[src/rtl/fp_pkg.sv]
// Shared floating-point types and helpers for the FPU datapath.
// Contents:
//   fp_class_e  - operand class after decode (subnormals decode as ZERO)
//   rnd_mode_e  - rounding mode encoding as presented on rnd_mode inputs
//   fp_flags_t  - per-result exception flags
//   bias()      - exponent bias for a given exponent field width
package fp_pkg;

    typedef enum logic [2:0] {
        ZERO,
        NORM,
        INF,
        QNAN,
        SNAN
    } fp_class_e;

    typedef enum logic {
        RNE = 1'b0,
        RTZ = 1'b1
    } rnd_mode_e;

    typedef struct packed {
        logic overflow;
        logic underflow;
        logic inexact;
        logic invalid;
    } fp_flags_t;

    function automatic int unsigned bias(input int unsigned exp_w);
        return (32'd1 << (exp_w - 1)) - 32'd1;
    endfunction

endpackage

[src/rtl/fp_round_pack.sv]
// Combinational round / range-check / pack for the last stage of an FP pipeline.
// Ports:
//   sign_i          result sign
//   exp_i           signed, biased, already-normalised exponent (EXP_W+2 bits)
//   man_i           normalised significand including hidden bit (MAN_W+1 bits)
//   guard_i         first bit below man_i
//   sticky_i        OR of every bit below guard_i
//   rnd_mode_i      0 = round-to-nearest-even, 1 = round-toward-zero
//   special_i       bypass: special_res_i / special_flags_i are the result
//   special_res_i   packed special result {sign, exp, man}
//   special_flags_i flags belonging to the special result
//   res_o           packed result {sign, exp, man}
//   flags_o         overflow / underflow / inexact / invalid for res_o
module fp_round_pack
    import fp_pkg::*;
#(
    parameter int unsigned EXP_W = 8,
    parameter int unsigned MAN_W = 7
) (
    input  logic                    sign_i,
    input  logic signed [EXP_W+1:0] exp_i,
    input  logic [MAN_W:0]          man_i,
    input  logic                    guard_i,
    input  logic                    sticky_i,
    input  logic                    rnd_mode_i,
    input  logic                    special_i,
    input  logic [EXP_W+MAN_W:0]    special_res_i,
    input  fp_flags_t               special_flags_i,
    output logic [EXP_W+MAN_W:0]    res_o,
    output fp_flags_t               flags_o
);

    localparam logic signed [EXP_W+1:0] ExpZero = '0;
    localparam logic signed [EXP_W+1:0] ExpOne  = {{(EXP_W+1){1'b0}}, 1'b1};
    localparam logic signed [EXP_W+1:0] EmaxS   = {2'b00, {EXP_W{1'b1}}};

    logic                    round_up;
    logic [MAN_W+1:0]        man_sum;
    logic [MAN_W:0]          man_rnd;
    logic signed [EXP_W+1:0] exp_rnd;

    always_comb begin
        round_up = (rnd_mode_i == RNE) & guard_i & (sticky_i | man_i[0]);
        man_sum  = {1'b0, man_i} + {{(MAN_W+1){1'b0}}, round_up};
        // A carry out leaves 10..0, so dropping the LSB renormalises exactly.
        if (man_sum[MAN_W+1]) begin
            man_rnd = man_sum[MAN_W+1:1];
            exp_rnd = exp_i + ExpOne;
        end else begin
            man_rnd = man_sum[MAN_W:0];
            exp_rnd = exp_i;
        end

        res_o   = '0;
        flags_o = '0;
        if (special_i) begin
            res_o   = special_res_i;
            flags_o = special_flags_i;
        end else if (exp_i <= ExpZero) begin
            // Underflow is judged on the pre-rounding exponent; flush to zero.
            res_o             = {sign_i, {(EXP_W+MAN_W){1'b0}}};
            flags_o.underflow = 1'b1;
            flags_o.inexact   = 1'b1;
        end else if (exp_rnd >= EmaxS) begin
            flags_o.overflow = 1'b1;
            flags_o.inexact  = 1'b1;
            if (rnd_mode_i == RTZ) begin
                res_o = {sign_i, {(EXP_W-1){1'b1}}, 1'b0, {MAN_W{1'b1}}};
            end else begin
                res_o = {sign_i, {EXP_W{1'b1}}, {MAN_W{1'b0}}};
            end
        end else begin
            res_o           = {sign_i, exp_rnd[EXP_W-1:0], man_rnd[MAN_W-1:0]};
            flags_o.inexact = guard_i | sticky_i;
        end
    end

endmodule

[src/rtl/fp_mul_pipe.sv]
// 3-stage pipelined floating-point multiplier with valid/ready handshake.
//   S1: unpack, classify, special-case result, mantissa multiply
//   S2: exponent add, normalise, guard/sticky extraction
//   S3: round, range check, pack (fp_round_pack) into the output registers
// Subnormal inputs are treated as zero; results that underflow flush to zero.
// Ports:
//   clk, reset               clock, asynchronous active-low reset
//   in_valid / in_ready      operand handshake
//   opA, opB                 operands {sign, exp, man}
//   rnd_mode                 0 = RNE, 1 = RTZ, sampled with the operands
//   in_tag / out_tag         opaque tag returned with the result
//   out_valid / out_ready    result handshake
//   product                  result {sign, exp, man}
//   overflow, underflow,
//   inexact, invalid         per-result flags, held with product
module fp_mul_pipe
    import fp_pkg::*;
#(
    parameter int unsigned EXP_W = 8,
    parameter int unsigned MAN_W = 7,
    parameter int unsigned TAG_W = 4
) (
    input  logic                   clk,
    input  logic                   reset,
    input  logic                   in_valid,
    output logic                   in_ready,
    input  logic [EXP_W+MAN_W:0]   opA,
    input  logic [EXP_W+MAN_W:0]   opB,
    input  logic                   rnd_mode,
    input  logic [TAG_W-1:0]       in_tag,
    output logic                   out_valid,
    input  logic                   out_ready,
    output logic [EXP_W+MAN_W:0]   product,
    output logic [TAG_W-1:0]       out_tag,
    output logic                   overflow,
    output logic                   underflow,
    output logic                   inexact,
    output logic                   invalid
);

    localparam int unsigned W  = 1 + EXP_W + MAN_W;
    localparam int unsigned PW = 2 * MAN_W + 2;

    localparam logic signed [EXP_W+1:0] BiasS  = (EXP_W+2)'(bias(EXP_W));
    localparam logic signed [EXP_W+1:0] ExpOne = {{(EXP_W+1){1'b0}}, 1'b1};
    localparam logic [W-1:0]            QNaN   =
        {1'b0, {EXP_W{1'b1}}, 1'b1, {(MAN_W-1){1'b0}}};

    typedef struct packed {
        logic             sign;
        logic             special;
        logic [W-1:0]     special_res;
        fp_flags_t        special_flags;
        logic [EXP_W-1:0] exp_a;
        logic [EXP_W-1:0] exp_b;
        logic [PW-1:0]    man_prod;
        logic             rnd;
        logic [TAG_W-1:0] tag;
    } s1_t;

    typedef struct packed {
        logic                    sign;
        logic                    special;
        logic [W-1:0]            special_res;
        fp_flags_t               special_flags;
        logic signed [EXP_W+1:0] exp;
        logic [MAN_W:0]          man;
        logic                    guard;
        logic                    sticky;
        logic                    rnd;
        logic [TAG_W-1:0]        tag;
    } s2_t;

    function automatic fp_class_e classify(input logic [EXP_W-1:0] e, input logic [MAN_W-1:0] m);
        if (e == '0) return ZERO;
        if (e == '1) return (m == '0) ? INF : (m[MAN_W-1] ? QNAN : SNAN);
        return NORM;
    endfunction

    // Handshake: each stage advances when empty or when its successor advances.
    logic adv1, adv2, adv3;
    logic v1_q, v2_q, out_valid_q;

    assign adv3     = !out_valid_q | out_ready;
    assign adv2     = !v2_q | adv3;
    assign adv1     = !v1_q | adv2;
    assign in_ready = adv1;

    // ---------------- Stage 1 ----------------
    s1_t           s1_d, s1_q;
    fp_class_e     cls_a, cls_b;
    logic [PW-1:0] sig_a, sig_b;
    logic          a_nan, b_nan;

    always_comb begin
        s1_d  = '0;
        cls_a = classify(opA[W-2:MAN_W], opA[MAN_W-1:0]);
        cls_b = classify(opB[W-2:MAN_W], opB[MAN_W-1:0]);
        a_nan = (cls_a == QNAN) || (cls_a == SNAN);
        b_nan = (cls_b == QNAN) || (cls_b == SNAN);
        sig_a = PW'({1'b1, opA[MAN_W-1:0]});
        sig_b = PW'({1'b1, opB[MAN_W-1:0]});

        s1_d.sign     = opA[W-1] ^ opB[W-1];
        s1_d.exp_a    = opA[W-2:MAN_W];
        s1_d.exp_b    = opB[W-2:MAN_W];
        s1_d.man_prod = sig_a * sig_b;
        s1_d.rnd      = rnd_mode;
        s1_d.tag      = in_tag;

        if (a_nan || b_nan) begin
            s1_d.special               = 1'b1;
            s1_d.special_res           = QNaN;
            s1_d.special_flags.invalid = (cls_a == SNAN) || (cls_b == SNAN);
        end else if ((cls_a == ZERO && cls_b == INF) || (cls_a == INF && cls_b == ZERO)) begin
            s1_d.special               = 1'b1;
            s1_d.special_res           = QNaN;
            s1_d.special_flags.invalid = 1'b1;
        end else if (cls_a == INF || cls_b == INF) begin
            s1_d.special     = 1'b1;
            s1_d.special_res = {s1_d.sign, {EXP_W{1'b1}}, {MAN_W{1'b0}}};
        end else if (cls_a == ZERO || cls_b == ZERO) begin
            s1_d.special     = 1'b1;
            s1_d.special_res = {s1_d.sign, {(EXP_W+MAN_W){1'b0}}};
        end
    end

    // ---------------- Stage 2 ----------------
    s2_t                     s2_d, s2_q;
    logic signed [EXP_W+1:0] exp_sum;
    logic [PW-1:0]           norm;

    always_comb begin
        s2_d    = '0;
        exp_sum = $signed({2'b00, s1_q.exp_a}) + $signed({2'b00, s1_q.exp_b}) - BiasS;
        // Product of two [1,2) significands lies in [1,4); align so bit PW-1 is the leading one.
        if (s1_q.man_prod[PW-1]) begin
            norm     = s1_q.man_prod;
            s2_d.exp = exp_sum + ExpOne;
        end else begin
            norm     = s1_q.man_prod << 1;
            s2_d.exp = exp_sum;
        end
        s2_d.man           = norm[PW-1:MAN_W+1];
        s2_d.guard         = norm[MAN_W];
        s2_d.sticky        = |norm[MAN_W-1:0];
        s2_d.sign          = s1_q.sign;
        s2_d.special       = s1_q.special;
        s2_d.special_res   = s1_q.special_res;
        s2_d.special_flags = s1_q.special_flags;
        s2_d.rnd           = s1_q.rnd;
        s2_d.tag           = s1_q.tag;
    end

    // ---------------- Stage 3 ----------------
    logic [W-1:0] rp_res;
    fp_flags_t    rp_flags;

    fp_round_pack #(
        .EXP_W (EXP_W),
        .MAN_W (MAN_W)
    ) u_round_pack (
        .sign_i          (s2_q.sign),
        .exp_i           (s2_q.exp),
        .man_i           (s2_q.man),
        .guard_i         (s2_q.guard),
        .sticky_i        (s2_q.sticky),
        .rnd_mode_i      (s2_q.rnd),
        .special_i       (s2_q.special),
        .special_res_i   (s2_q.special_res),
        .special_flags_i (s2_q.special_flags),
        .res_o           (rp_res),
        .flags_o         (rp_flags)
    );

    logic [W-1:0]     res_q;
    logic [TAG_W-1:0] tag_q;
    fp_flags_t        flags_q;

    always_ff @(posedge clk or negedge reset) begin
        if (!reset) begin
            v1_q        <= 1'b0;
            v2_q        <= 1'b0;
            out_valid_q <= 1'b0;
            s1_q        <= '0;
            s2_q        <= '0;
            res_q       <= '0;
            tag_q       <= '0;
            flags_q     <= '0;
        end else begin
            if (adv1) begin
                v1_q <= in_valid;
                if (in_valid) s1_q <= s1_d;
            end
            if (adv2) begin
                v2_q <= v1_q;
                if (v1_q) s2_q <= s2_d;
            end
            if (adv3) begin
                out_valid_q <= v2_q;
                if (v2_q) begin
                    res_q   <= rp_res;
                    flags_q <= rp_flags;
                    tag_q   <= s2_q.tag;
                end
            end
        end
    end

    assign out_valid = out_valid_q;
    assign product   = res_q;
    assign out_tag   = tag_q;
    assign overflow  = flags_q.overflow;
    assign underflow = flags_q.underflow;
    assign inexact   = flags_q.inexact;
    assign invalid   = flags_q.invalid;

endmodule

[config.mk]
export PLATFORM = sky130hd
export DESIGN_NAME = fp_mul_pipe
export DESIGN_NICKNAME = d
export VERILOG_FILES = /design/src/rtl/fp_pkg.sv /design/src/rtl/fp_round_pack.sv /design/src/rtl/fp_mul_pipe.sv
export SDC_FILE = /design/constraint.sdc
export NUM_CORES = 1
export LEC_CHECK = 0
export BUFFER_PORTS_ARGS = -buffer_cell sky130_fd_sc_hd__buf_4
export CAP_MARGIN = 5
export CORE_MARGIN = 5
export CORE_UTILIZATION = 65
export CTS_BUF_LIST = sky130_fd_sc_hd__clkbuf_4
export DETAILED_ROUTE_END_ITERATION = 10
export GPL_ROUTABILITY_DRIVEN = 0
export GPL_TIMING_DRIVEN = 0
export PLACE_DENSITY = 0.95
export SETUP_SLACK_MARGIN = 0.2
export SLEW_MARGIN = 20
export SYNTH_ARGS = -nofsm -noshare
export SYNTH_HDL_FRONTEND = slang
export SYNTH_HIERARCHICAL = 1
export SYNTH_SLANG_ARGS = --single-unit
[constraint.sdc]
create_clock -name clk -period 7.57 [get_ports clk]
set_clock_uncertainty 0.2 [all_clocks]
set_input_delay 1.1355 -clock clk [delete_from_list [all_inputs] [get_ports clk]]
set_output_delay 1.1355 -clock clk [all_outputs]
set_load 0.005 [all_outputs]
# After elaboration in Yosys (flattened, before gate mapping)
# Index checks and enable logic that the tools add are counted.
[op_classes]
mul = 1
n_eq_ne = 8
bitwise = 9
n_lt_le_gt_ge = 2
n_reduce_logical = 22
addsub = 5
n_mux = 39
[ops]
columns = ["operator", "n"]
rows = [
  ["$mux W17", 4],
  ["$mux W3", 13],
  ["$mux W16", 2],
  ["$mux W15", 2],
  ["$add A10 B2 Y10 const B", 2],
  ["$mux W10", 2],
  ["$eq A8 B8 Y1 const B", 2],
  ["$logic_not A8 Y1", 2],
  ["$mul A8 B8 Y16", 1],
  ["$logic_not A7 Y1", 2],
  ["$mux W1", 14],
  ["$eq A3 B2 Y1 const B", 4],
  ["$ge A10 B9 Y1 const B", 1],
  ["$le A10 B1 Y1 const B", 1],
  ["$sub A9 B7 Y10 const B", 1],
  ["$add A8 B1 Y9", 1],
  ["$add A8 B8 Y9", 1],
  ["$mux W8", 1],
  ["$logic_or A1 B1 Y1", 7],
  ["$mux W7", 1],
  ["$reduce_or A7 Y1", 1],
  ["$eq A3 B3 Y1 const B", 2],
  ["$logic_not A3 Y1", 2],
  ["$reduce_and A2 Y1", 3],
  ["other kinds (6)", 14],
]
[word_totals]
elab_cells = 114
register_bits = 127
in_bits = 41
output_inout_bits = 26

# Logic depth before layout (Yosys ltp)
# Gate-level depths: netlist of the first run.
[logic_depth]
ltp_word = 11
ltp_mapped = 18
mapped_depth_nobuf = 18

# By module
# Netlist of the first run, hierarchy kept.
[by_module_without_submodules]
columns = ["module", "n_inst", "seq_area_each_um2", "cells_per_inst", "area_per_inst_um2"]
rows = [
  ["fp_mul_pipe", 1, 2527.4, 655, 6558.8],
  ["fp_round_pack", 1, 0.0, 139, 1012.2],
]

# Least setup slack after synthesis of the first run
# No wires, ideal clock.
[synth_timing]
path_kind = "input -> register"
start = "input opB[6]"
end = "register s1_q[17] (netlist name)"
setup_ns = 0.133
stages = 17
setup_slack_ns = 2.472
t_arrival_ns = 4.765
t_required_ns = 7.237
path_buffers = 0
path_cell_list = "inv_1 -> nor2_1 -> fa_1 -> inv_1 -> fa_1 -> inv_1 -> fa_1 -> inv_1 -> fa_1 -> inv_1 -> ha_1 -> nand2_1 -> o21ai_0 -> o41a_1 -> a31oi_1 -> xor2_1 -> o21ai_0"
[synth_between]
elab_chain_cells = 1
[synth_rtl]
columns = ["item", "line_no", "source"]
rows = [
  ["from (decl)", "fp_mul_pipe.sv:28", "input logic [EXP_W+MAN_W:0] opB,"],
  ["$mul A8 B8 Y16", "fp_mul_pipe.sv:107", "s1_d.man_prod = sig_a * sig_b;"],
  ["to (signal assigned)", "fp_mul_pipe.sv:185", "s1_q <= '0;"],
  ["to (signal assigned)", "fp_mul_pipe.sv:193", "if (in_valid) s1_q <= s1_d;"],
  ["to (decl)", "fp_mul_pipe.sv:90", "s1_t s1_d, s1_q;"],
]
# Every way passes these cells.
# A chain may end at the register's enable or synchronous reset.

# Worst setup path after layout of the first run
# Ends and elaborated chain as after synthesis.

==> results of run 1 <==
state kept, by name (all words and copies together), names as in the netlist, 4 cells and up:
| register | cells |
|---|---|
| s2_q | 31 |
| s1_q | 43 |
| product | 16 |
| out_tag | 4 |
placed cells by master, fill, tap and decap left out, types with 3 or more instances in the layout:
master and count:
fa_1 37, or3_1 3, or4_1 5, a31oi_1 5, clkinv_4 3, ha_1 55, xor2_1 13, a211oi_1 3
nand2_1 156, nand2b_1 7, a21o_1 6, mux2i_1 10, buf_4 65, o311ai_1 3, dfrtp_1 101, mux2_2 36
and4_1 4, xnor2_1 25, conb_1 10, a21oi_1 12, a22o_1 4, clkbuf_1 18, nor2b_1 3, nand3_1 12
and2_1 34, nor3_1 12, o21ai_0 50, nand4_1 12, nor4_1 7, nor2_1 19, nor3b_1 3, inv_1 81
clkbuf_4 9, o21a_1 3
worst reg2reg max path, cell delays in order, from the launching register on:
cell and delay [ns]:
dfrtp_1 0.51, nor3b_1 0.24, ha_1 0.22, ha_1 0.25
nand3_4 0.16, nor4_4 0.43, a41oi_1 0.21, o21bai_4 0.27
o211ai_4 0.29, o311ai_1 0.16, mux2_2 0.29
cells by family after synthesis:
kind of cell	count (synthesis)	synth area share
buf+inv	104	0.05420
fa+ha+maj	92	0.1887
mux	46	0.06677
xor+xnor	38	0.04396
compound gates	116	0.1119
simple gates	296	0.2001
other cells	1	0.0004953
flops	101	0.3338
how the worst min path moves through the flow:
| stage | startpoint | end | cells after the start |
|---|---|---|---|
| floorplan | s1_q[5]$_DFFE_PN0P_ | s1_q[5]$_DFFE_PN0P_ | 2 |
| global placement | s1_q[5]$_DFFE_PN0P_ | s1_q[5]$_DFFE_PN0P_ | 2 |
| detailed placement | s1_q[5]$_DFFE_PN0P_ | s1_q[5]$_DFFE_PN0P_ | 2 |
| CTS | s1_q[5]$_DFFE_PN0P_ | s1_q[5]$_DFFE_PN0P_ | 2 |
| global route | s1_q[5]$_DFFE_PN0P_ | s1_q[5]$_DFFE_PN0P_ | 2 |
| finish | s1_q[5]$_DFFE_PN0P_ | s1_q[5]$_DFFE_PN0P_ | 2 |
per-stage QoR:
step / instances / hold slack (ns)
after detailed placement: 1012 / 0.2543
after floorplan: 803 / 0.2337
final: 1028 / 0.2823
after global placement: 1012 / 0.2463
after global routing: 1028 / 0.2981
after CTS: 1028 / 0.2883
cell type report:
| type | instances | area (um2) | area share |
|---|---|---|---|
| Timing Repair Buffer | 66 | 499.2 | 0.05921 |
| Clock inverter | 7 | 76.32 | 0.009052 |
| Tap cell | 143 | 178.9 | 0.02122 |
| Inverter | 81 | 304.0 | 0.03606 |
| Clock buffer | 9 | 67.56 | 0.008013 |
| Buffer | 23 | 106.4 | 0.01261 |
| Multi-Input combinational cell | 598 | 4672 | 0.5541 |
| Sequential cell | 101 | 2527 | 0.2997 |
report_power, final:
part / switching, mW / internal [mW] / leakage, nW
combinational: 0.616 / 0.565 / 2.79
clock: 0.185 / 0.102 / 0.0721
sequential: 0.152 / 0.705 / 1.25
total: 0.952 / 1.37 / 4.11
per-layer routing:
layer	global-route usage	routed length, um	share of wire	vias up
li1	-	-	-	2858
met1	0.3044	6809	0.43	2805
met2	0.4006	7842	0.50	167
met3	0.03556	780	0.050	21
met4	0.06810	264	0.017	0
met5	0	0	0	-
==> reports/metrics.yaml, run 1 <==
path_max_fanout: 8
nNetsFinal: 1013
tightest_slew_ns: 0.9013
synth_warnings: 6
slew_headroom: 0.3991
grt_pass1_vias: 5801
diodes: 0
cts-resized-gates: 0
yosysTopAreaCell: "dfrtp_1"
worstRegToRegCells: 10
yosysSeqAreaShare: 0.3338
worst_slack_ns: 2.533
r2r_setup_slack_ns: 4.26
cp.arrival_ns: 5.20
routed_wl_um: 15700
clk_latency_ns: 0.48
drt_pass1_iterations: 7
ys.flop_type: "dfrtp_1"
portBuffers: 66
dieArea_mm2: 0.01391
cts_tree: "yes"
numClockSinks: 101
cp_common_cell: "inv_1"
grt_usage: 0.2326
required_ns: 7.73
crit_path_start: "opB[6]"
synth_edf_count: 0
slowest_delay_ns: 0.54
clk_pin_slew_ns: 0.15
dieWidth_um: 117.9
drc: 0
place_area_mm2: 0.008288
post_cts.repair.setup_buffers: 0
synth_top_area_frac: 0.3338
crit_type: "primary input to flop"
pin_count: 67
fin_util: 0.7384
drv_slew: 0
die_h_um: 117.9
core_mm2: 0.01142
status: "finished clean"
rows: 39
setup_viol: 0
stdcell_area_mm2: 0.008432
grt_pass1_wl_um: 27170
peakVddDrop_mv: 0.1582
vias: 5851
endpoint_kind: "flop"
cts_hold_buffers: 0
ys_types: 77
wl_per_cell_um: 15.27
synth_most_common_cell: "nand2_1"
finalHoldViolCount: 0
antenna_found_initial: 0
dp_slack_ns: 2.004
worstPathCellList: "buf_4 -> inv_1 -> nor2_1 -> fa_1 -> inv_1 -> fa_1 -> inv_1 -> fa_1 -> inv_1 -> fa_1 -> inv_1 -> ha_1 -> nand2_1 -> o21ai_0 -> o41a_1 -> a31oi_1 -> xor2_1 -> o21ai_0"
htree_levels: 3
yosys-top-cells-area: "dfrtp_1, fa_1, ha_1, nand2_1, mux2_2"
start_util: 0.6631
hpwl_um: 12690
root_buffer: "clkbuf_4"
drt-vias-per-instance: 5.692
fmax_mhz: 198.5
r2r_end: "product[3]$_DFFE_PN0P_"
gr-total-overflow: 0
drt_iter0_markers: 300
cp.depth: 18
synth_area_per_cell_um2: 9.535
synth_area_mm2: 0.007571
cts_max_path_buffers: 2
period_share: 0.6654
synthCells: 794
p_per_area_mw_per_mm2: 275.5
drtAntennaViolNets: 0
cp-endpoint: "s1_q[17]$_DFFE_PN0P_"
maxCapViolations: 0
synth-async-reset-ratio: 1.000
synth-seq-cells: 101
rr_startpoint: "s2_q[4]$_DFFE_PN0P_"
cts_buffers: 9
p_total_mw: 2.323
min_path_type: "flop to flop"
crit_buf_inv: 6
leakagePower_nw: 4.111
path_delay_family: "adder cells"
synth_commonest_cells: "nand2_1, dfrtp_1, inv_1"
area_growth_pct: 11.37
period_minus_slack_ns: 5.037
slowest_stage: "fa_1"
layout-drive-gt1-share: 0.1718
grt_max_degree: 102
cp-start-kind: "primary input"
fill_cells: 808
fin_tns_setup_ns: 0
rsz0062_at_grt: "false"
Power figures use the tool's default switching activity.
==> run 2, diff against run 1 <==
--- a/config.mk
+++ b/config.mk
@@ -8,12 +8,12 @@
 export BUFFER_PORTS_ARGS = -buffer_cell sky130_fd_sc_hd__buf_4
 export CAP_MARGIN = 5
 export CORE_MARGIN = 5
-export CORE_UTILIZATION = 65
+export CORE_UTILIZATION = 63
 export CTS_BUF_LIST = sky130_fd_sc_hd__clkbuf_4
 export DETAILED_ROUTE_END_ITERATION = 10
 export GPL_ROUTABILITY_DRIVEN = 0
 export GPL_TIMING_DRIVEN = 0
-export PLACE_DENSITY = 0.95
+export PLACE_DENSITY = 0.93
 export SETUP_SLACK_MARGIN = 0.2
 export SLEW_MARGIN = 20
 export SYNTH_ARGS = -nofsm -noshare
==> constraint.sdc (replaced) <==
create_clock -name clk -period 4.67 [get_ports clk]
set_clock_uncertainty 0.2 [all_clocks]
set_input_delay 0.7005 -clock clk [delete_from_list [all_inputs] [get_ports clk]]
set_output_delay 0.7005 -clock clk [all_outputs]
set_load 0.005 [all_outputs]
==> run 2 against run 1 <==
Against the previous run:
- core utilization decreased by 2.7 points
- cell count increased by 0.49%
- critical path depth decreased by 1
- cell area increased by 0.50%
- critical path type unchanged
- largest cell class unchanged
==> reports/metrics.yaml, run 2 (same netlist as run 1, synthesis figures left out) <==
drt_pass1_iterations: 5  # -2
layout_commonest_cell: "nand2_1"
switching_power_mw: 1.592  # +67%
vias: 5873  # +0.38%
dpl.cell_count: 1016  # +0.40%
dieWidth_um: 119.6  # +1.4%
endpoint_kind: "flop"
largest_reg_flops: 43  # unchanged
area_growth_pct: 11.93
dieArea_mm2: 0.01431  # +2.9%
clk_latency_ns: 0.46  # -0.02 ns
pin_count: 67  # unchanged
setup_viol: 0  # unchanged
hpwl_um: 12640  # -0.38%
finalHoldViolCount: 0  # unchanged
portBuffers: 66  # unchanged
fmax_mhz: 231.0
period_minus_slack_ns: 4.329
path_max_fanout: 8  # unchanged
slowest_stage: "fa_1"
layout_common_cells: "nand2_1, dfrtp_1, inv_1, buf_4, ha_1"
grt_pass1_vias: 5889  # +1.5%
comb_power_share: 0.525  # +0.017
routed_wl_um: 15820  # +0.80%
drtAntennaViolNets: 0  # unchanged
clkPwrFrac: 0.112  # -0.011
stdcell_area_mm2: 0.008474  # +0.50%
clk_pin_slew_ns: 0.17  # +0.02 ns
period_share: 0.9269
drv_slew: 0  # unchanged
layout-drive-gt1-share: 0.1842  # +0.01243
gr-total-overflow: 0  # unchanged
p_total_mw: 3.817  # +64%
cp-start-kind: "primary input"
slew_headroom: 0.4077  # +0.008607
p_seq_frac: 0.363  # -0.006
maxCapViolations: 0  # unchanged
peakVddDrop_mv: 0.2613  # +65%
worstPathCellList: "buf_4 -> inv_1 -> fa_1 -> inv_1 -> fa_1 -> fa_1 -> inv_1 -> fa_1 -> inv_1 -> ha_4 -> a21o_1 -> a21oi_1 -> nand2_1 -> a21oi_2 -> o21ai_0 -> xnor2_1 -> o21ai_1"
drt-vias-per-instance: 5.685  # -0.11%
root_buffer: "clkbuf_4"
drc: 0  # unchanged
die_h_um: 119.6  # +1.4%
htree_levels: 3  # unchanged
min_path_type: "primary input to asynchronous set/reset pin"
p_per_area_mw_per_mm2: 450.4  # +63%
nNetsFinal: 1013  # unchanged
crit_type: "primary input to flop"
tightest_slew_ns: 0.8884  # -0.01291 ns
rsz0062_at_grt: "true"
stdcell_count: 1033  # +0.49%
grt_max_degree: 102  # unchanged
switching_share: 0.4171  # +0.007265
cts_max_path_buffers: 2  # unchanged
core_mm2: 0.01191  # +4.3%
numClockSinks: 101  # unchanged
status: "finished clean"
start_util: 0.6356  # -0.02744
holdWs_ns: 0.07388  # -0.2084 ns
wl_per_cell_um: 15.32  # +0.31%
rows: 40  # +2.6%
drt_iter0_markers: 313  # +4.3%
cts_buffers: 9  # unchanged
p_int_mw: 2.225  # +62%
fill_cells: 851  # +5.3%
antenna_found_initial: 0  # unchanged
grt_usage: 0.2309  # -0.001667
grt_pass1_wl_um: 27240  # +0.28%
crit_buf_inv: 5  # -1
slowest_delay_ns: 0.55  # about the same
cts_tree: "yes"
worst_slack_ns: 0.3413  # -2.191 ns
required_ns: 4.81  # -2.92 ns
leakagePower_nw: 4.101  # -0.22%
cp.arrival_ns: 4.47  # -0.73 ns
dp_slack_ns: -0.2023  # -2.206 ns
path_delay_family: "adder cells"
place_area_mm2: 0.008344  # +0.68%
regMostFlops: "s1_q"
-- run 2: per-stage QoR --
step | util | setup TNS [ns]
6_report | 0.7115 | 0
5_1_grt | 0.7112 | 0
4_1_cts | 0.7109 | 0
3_5_place_dp | 0.7005 | -0.4830
3_3_place_gp | 0.6998 | -0.2542
2_1_floorplan | - | 0
-- run 2: final timing paths --
path                            cells past startpoint                 endpoint  slack [ns]                 start
worst max-delay path                               17     s1_q[18]$_DFFE_PN0P_        0.34                opA[2]
worst min-delay path                                1  product[13]$_DFFE_PN0P_        0.07                 reset
worst max register to register                     10   product[1]$_DFFE_PN0P_        1.40   s2_q[4]$_DFFE_PN0P_
worst min register to register                      2     s2_q[21]$_DFFE_PN0P_        0.30  s2_q[21]$_DFFE_PN0P_
max in group asynchronous                           1     s1_q[14]$_DFFE_PN0P_        3.57                 reset
min in group clk                                    2         v1_q$_DFFE_PN0N_        0.22              in_valid
-- run 2: timing repair --
action                     CTS  global route
hold buffers                 0             0
setup endpoints to repair    0             2
setup buffers                0             0
resized for setup            0             2
-- run 2: area by class of cell --
class,instances,area (um2),share of cell area
diodes,1,2.502,0.0002953
plain buffers,23,106.4,0.01255
clock buffers,9,67.56,0.007973
clock inverters,7,56.30,0.006644
inverters,81,304.0,0.03588
multi-input cells,598,4727,0.5578
flip-flops and latches,101,2527,0.2982
well taps,147,183.9,0.02170
repair buffers,66,499.2,0.05891
-- run 2: power by group through the flow --
stage / Clock (mW) / Combinational [mW] / Sequential [mW]
2_1_floorplan: 0 / 1.47 / 1.35
3_3_place_gp: 0 / 1.90 / 1.38
3_5_place_dp: 0 / 1.99 / 1.41
4_1_cts: 0.437 / 2.00 / 1.38
5_1_grt: 0.479 / 2.25 / 1.43
6_report: 0.429 / 2.00 / 1.39
-- run 2: routing by layer --
layer  GRT usage  vias up  wire [um]  share of wire
li1            -     2861          -              -
met1      0.2955     2823       6859           0.43
met2      0.4061      160       7932           0.50
met3     0.03346       29        673          0.043
met4     0.07158        0        357          0.023
met5           0        -          0              0
==> run 3, diff against run 2 <==
--- a/config.mk
+++ b/config.mk
@@ -7,13 +7,15 @@
 export LEC_CHECK = 0
 export BUFFER_PORTS_ARGS = -buffer_cell sky130_fd_sc_hd__buf_4
 export CAP_MARGIN = 5
+export CORE_ASPECT_RATIO = 1.5
 export CORE_MARGIN = 5
 export CORE_UTILIZATION = 63
 export CTS_BUF_LIST = sky130_fd_sc_hd__clkbuf_4
 export DETAILED_ROUTE_END_ITERATION = 10
 export GPL_ROUTABILITY_DRIVEN = 0
-export GPL_TIMING_DRIVEN = 0
+export GPL_TIMING_DRIVEN = 1
 export PLACE_DENSITY = 0.93
+export REMOVE_ABC_BUFFERS = 1
 export SETUP_SLACK_MARGIN = 0.2
 export SLEW_MARGIN = 20
 export SYNTH_ARGS = -nofsm -noshare
==> run 3 against run 2 <==
Against the previous run:
- fmax is 3.2% lower
- cell count increased by 2.8%
- largest cell class unchanged
- routed wire length rose by 14%
- combinational power increased by 14%
- critical endpoint is now s1_q[20]$_DFFE_PN0P_
- register-to-register slack worse by 0.08 ns
- clock power grew 21%
==> reports/metrics.yaml, run 3 (same netlist as run 1, synthesis figures left out) <==
slew_headroom: 0.3355  # -0.07225
p_total_mw: 4.211  # +10%
leakagePower_nw: 4.302  # +4.9%
gr-total-overflow: 0  # unchanged
layout_commonest_cell: "nand2_1"
drt-vias-per-instance: 5.826  # +2.5%
period_share: 0.9576  # +0.03066
tightest_slew_ns: 0.9944  # +0.1060 ns
drtAntennaViolNets: 0  # unchanged
routed_wl_um: 18060  # +14%
status: "finished clean"
p_per_area_mw_per_mm2: 479.3  # +6.4%
required_ns: 4.81  # about the same
grt_usage: 0.2458  # +0.01489
core_mm2: 0.01189  # -0.15%
grt_pass1_wl_um: 28410  # +4.3%
peakVddDrop_mv: 0.2408  # -7.8%
post_cts.repair.setup_buffers: 0  # unchanged
hpwl_um: 13320  # +5.4%
drt_pass1_iterations: 5  # unchanged
vias: 6187  # +5.3%
layout-drive-gt1-share: 0.2291  # +0.04489
layout_common_cells: "nand2_1, buf_4, dfrtp_1, inv_1, ha_1"
drt_iter0_markers: 378  # +21%
path_max_fanout: 7  # -1
numClockSinks: 101  # unchanged
pin_count: 67  # unchanged
r2r_setup_slack_ns: 1.32  # -0.08 ns
cts_tree: "yes"
maxCapViolations: 0  # unchanged
grt_max_degree: 73  # -28%
start_util: 0.6365  # +0.0009361
drc: 0  # unchanged
rows: 49  # +23%
cp-start-kind: "primary input"
fmax_mhz: 223.6  # -3.2%
grt_pass1_vias: 6204  # +5.3%
cts_buffers: 9  # unchanged
rsz0062_at_grt: "true"
htree_levels: 3  # unchanged
fin_util: 0.7387  # +0.02724
min_path_type: "primary input to asynchronous set/reset pin"
clk_latency_ns: 0.48  # +0.02 ns
portBuffers: 66  # unchanged
cts_max_path_buffers: 2  # unchanged
stdcell_area_mm2: 0.008786  # +3.7%
worstRegToRegCells: 10  # unchanged
antenna_found_initial: 1  # +1
largest_reg_flops: 43  # unchanged
dieArea_mm2: 0.01435  # +0.31%
root_buffer: "clkbuf_4"
nNetsFinal: 1036  # +2.3%
period_minus_slack_ns: 4.472  # +0.1432 ns
holdWs_ns: 0.08941  # +0.01552 ns
finalHoldViolCount: 0  # unchanged
wl_per_cell_um: 17.00  # +11%
crit_type: "primary input to flop"
fill_cells: 796  # -6.5%
drv_slew: 0  # unchanged
cp.arrival_ns: 4.61  # +0.14 ns
clk_pin_slew_ns: 0.16  # about the same
rr_startpoint: "s2_q[4]$_DFFE_PN0P_"
r2r_end: "product[0]$_DFFE_PN0P_"
place_area_mm2: 0.008531  # +2.2%
die_h_um: 144.3  # +21%
area_growth_pct: 16.05
dieWidth_um: 99.51  # -17%
regMostFlops: "s1_q"
endpoint_kind: "flop"
setup_viol: 0  # unchanged
run 3: cell count changes in the layout (fill, tap and decap cells not counted), moves of 3 or more:
cell and change:
fa_2 +3, clkbuf_1 -18, fa_1 -3, buf_4 +47
run 3: worst max-delay path by stage:
stage	start	endpoint	slack, ns	depth (start not counted)
detailed placement	opB[6]	s1_q[20]$_DFFE_PN0P_	-0.35	18
CTS	opB[6]	s1_q[20]$_DFFE_PN0P_	0.21	17
global route	opB[6]	s1_q[16]$_DFFE_PN0P_	0.05	18
global placement	opA[2]	s1_q[17]$_DFFE_PN0P_	-0.14	17
floorplan	opB[6]	s1_q[17]$_DFFE_PN0P_	-0.03	17
finish	opB[6]	s1_q[20]$_DFFE_PN0P_	0.20	18
run 3: critical path, stage by stage:
cell and delay (ns):
buf_4 0.08, buf_4 0.14, nand2_1 0.08, fa_1 0.52
inv_1 0.07, fa_1 0.49, fa_1 0.53, inv_1 0.07
fa_1 0.55, inv_1 0.07, ha_4 0.25, a21o_1 0.19
a21oi_1 0.17, nand2_1 0.12, a21oi_4 0.17, o31ai_2 0.10
xnor2_1 0.20, o21ai_1 0.10
run 3: through the flow:
step	cells	setup WS, ns	TNS [ns]
finish	1062	0.1981	0
global route	1062	0.04693	0
CTS	1061	0.2141	0
detailed placement	1045	-0.3479	-1.662
global placement	1045	-0.1403	-0.6314
floorplan	780	-0.03048	-0.03048
run 3: cell type report:
| type | instances | area (um2) | area share |
|---|---|---|---|
| diodes | 1 | 2.502 | 0.0002848 |
| clock buffers | 9 | 67.56 | 0.007690 |
| clock inverters | 7 | 97.59 | 0.01111 |
| inverters | 81 | 304.0 | 0.03461 |
| multi-input cells | 598 | 4755 | 0.5412 |
| flip-flops and latches | 101 | 2527 | 0.2877 |
| well taps | 153 | 191.4 | 0.02179 |
| repair buffers | 112 | 840.8 | 0.09570 |
run 3: layer usage:
metal  share of wire  global-route usage
met5               0                   0
met4           0.051              0.1353
met3           0.043             0.02799
met2            0.56              0.4660
met1            0.35              0.2628
run 3: what timing repair did:
item                                    in CTS  in global routing
endpoints found under the hold margin        0                  0
endpoints found under the setup margin       2                  6
pin swaps                                    0                 11
gates resized for setup                      1                 21
hold buffers                                 0                  0
run 3: power by group:
part	total [mW]	internal, mW	switching, mW
clock	0.518	0.220	0.299
sequential	1.42	1.14	0.275
combinational	2.28	1.14	1.14
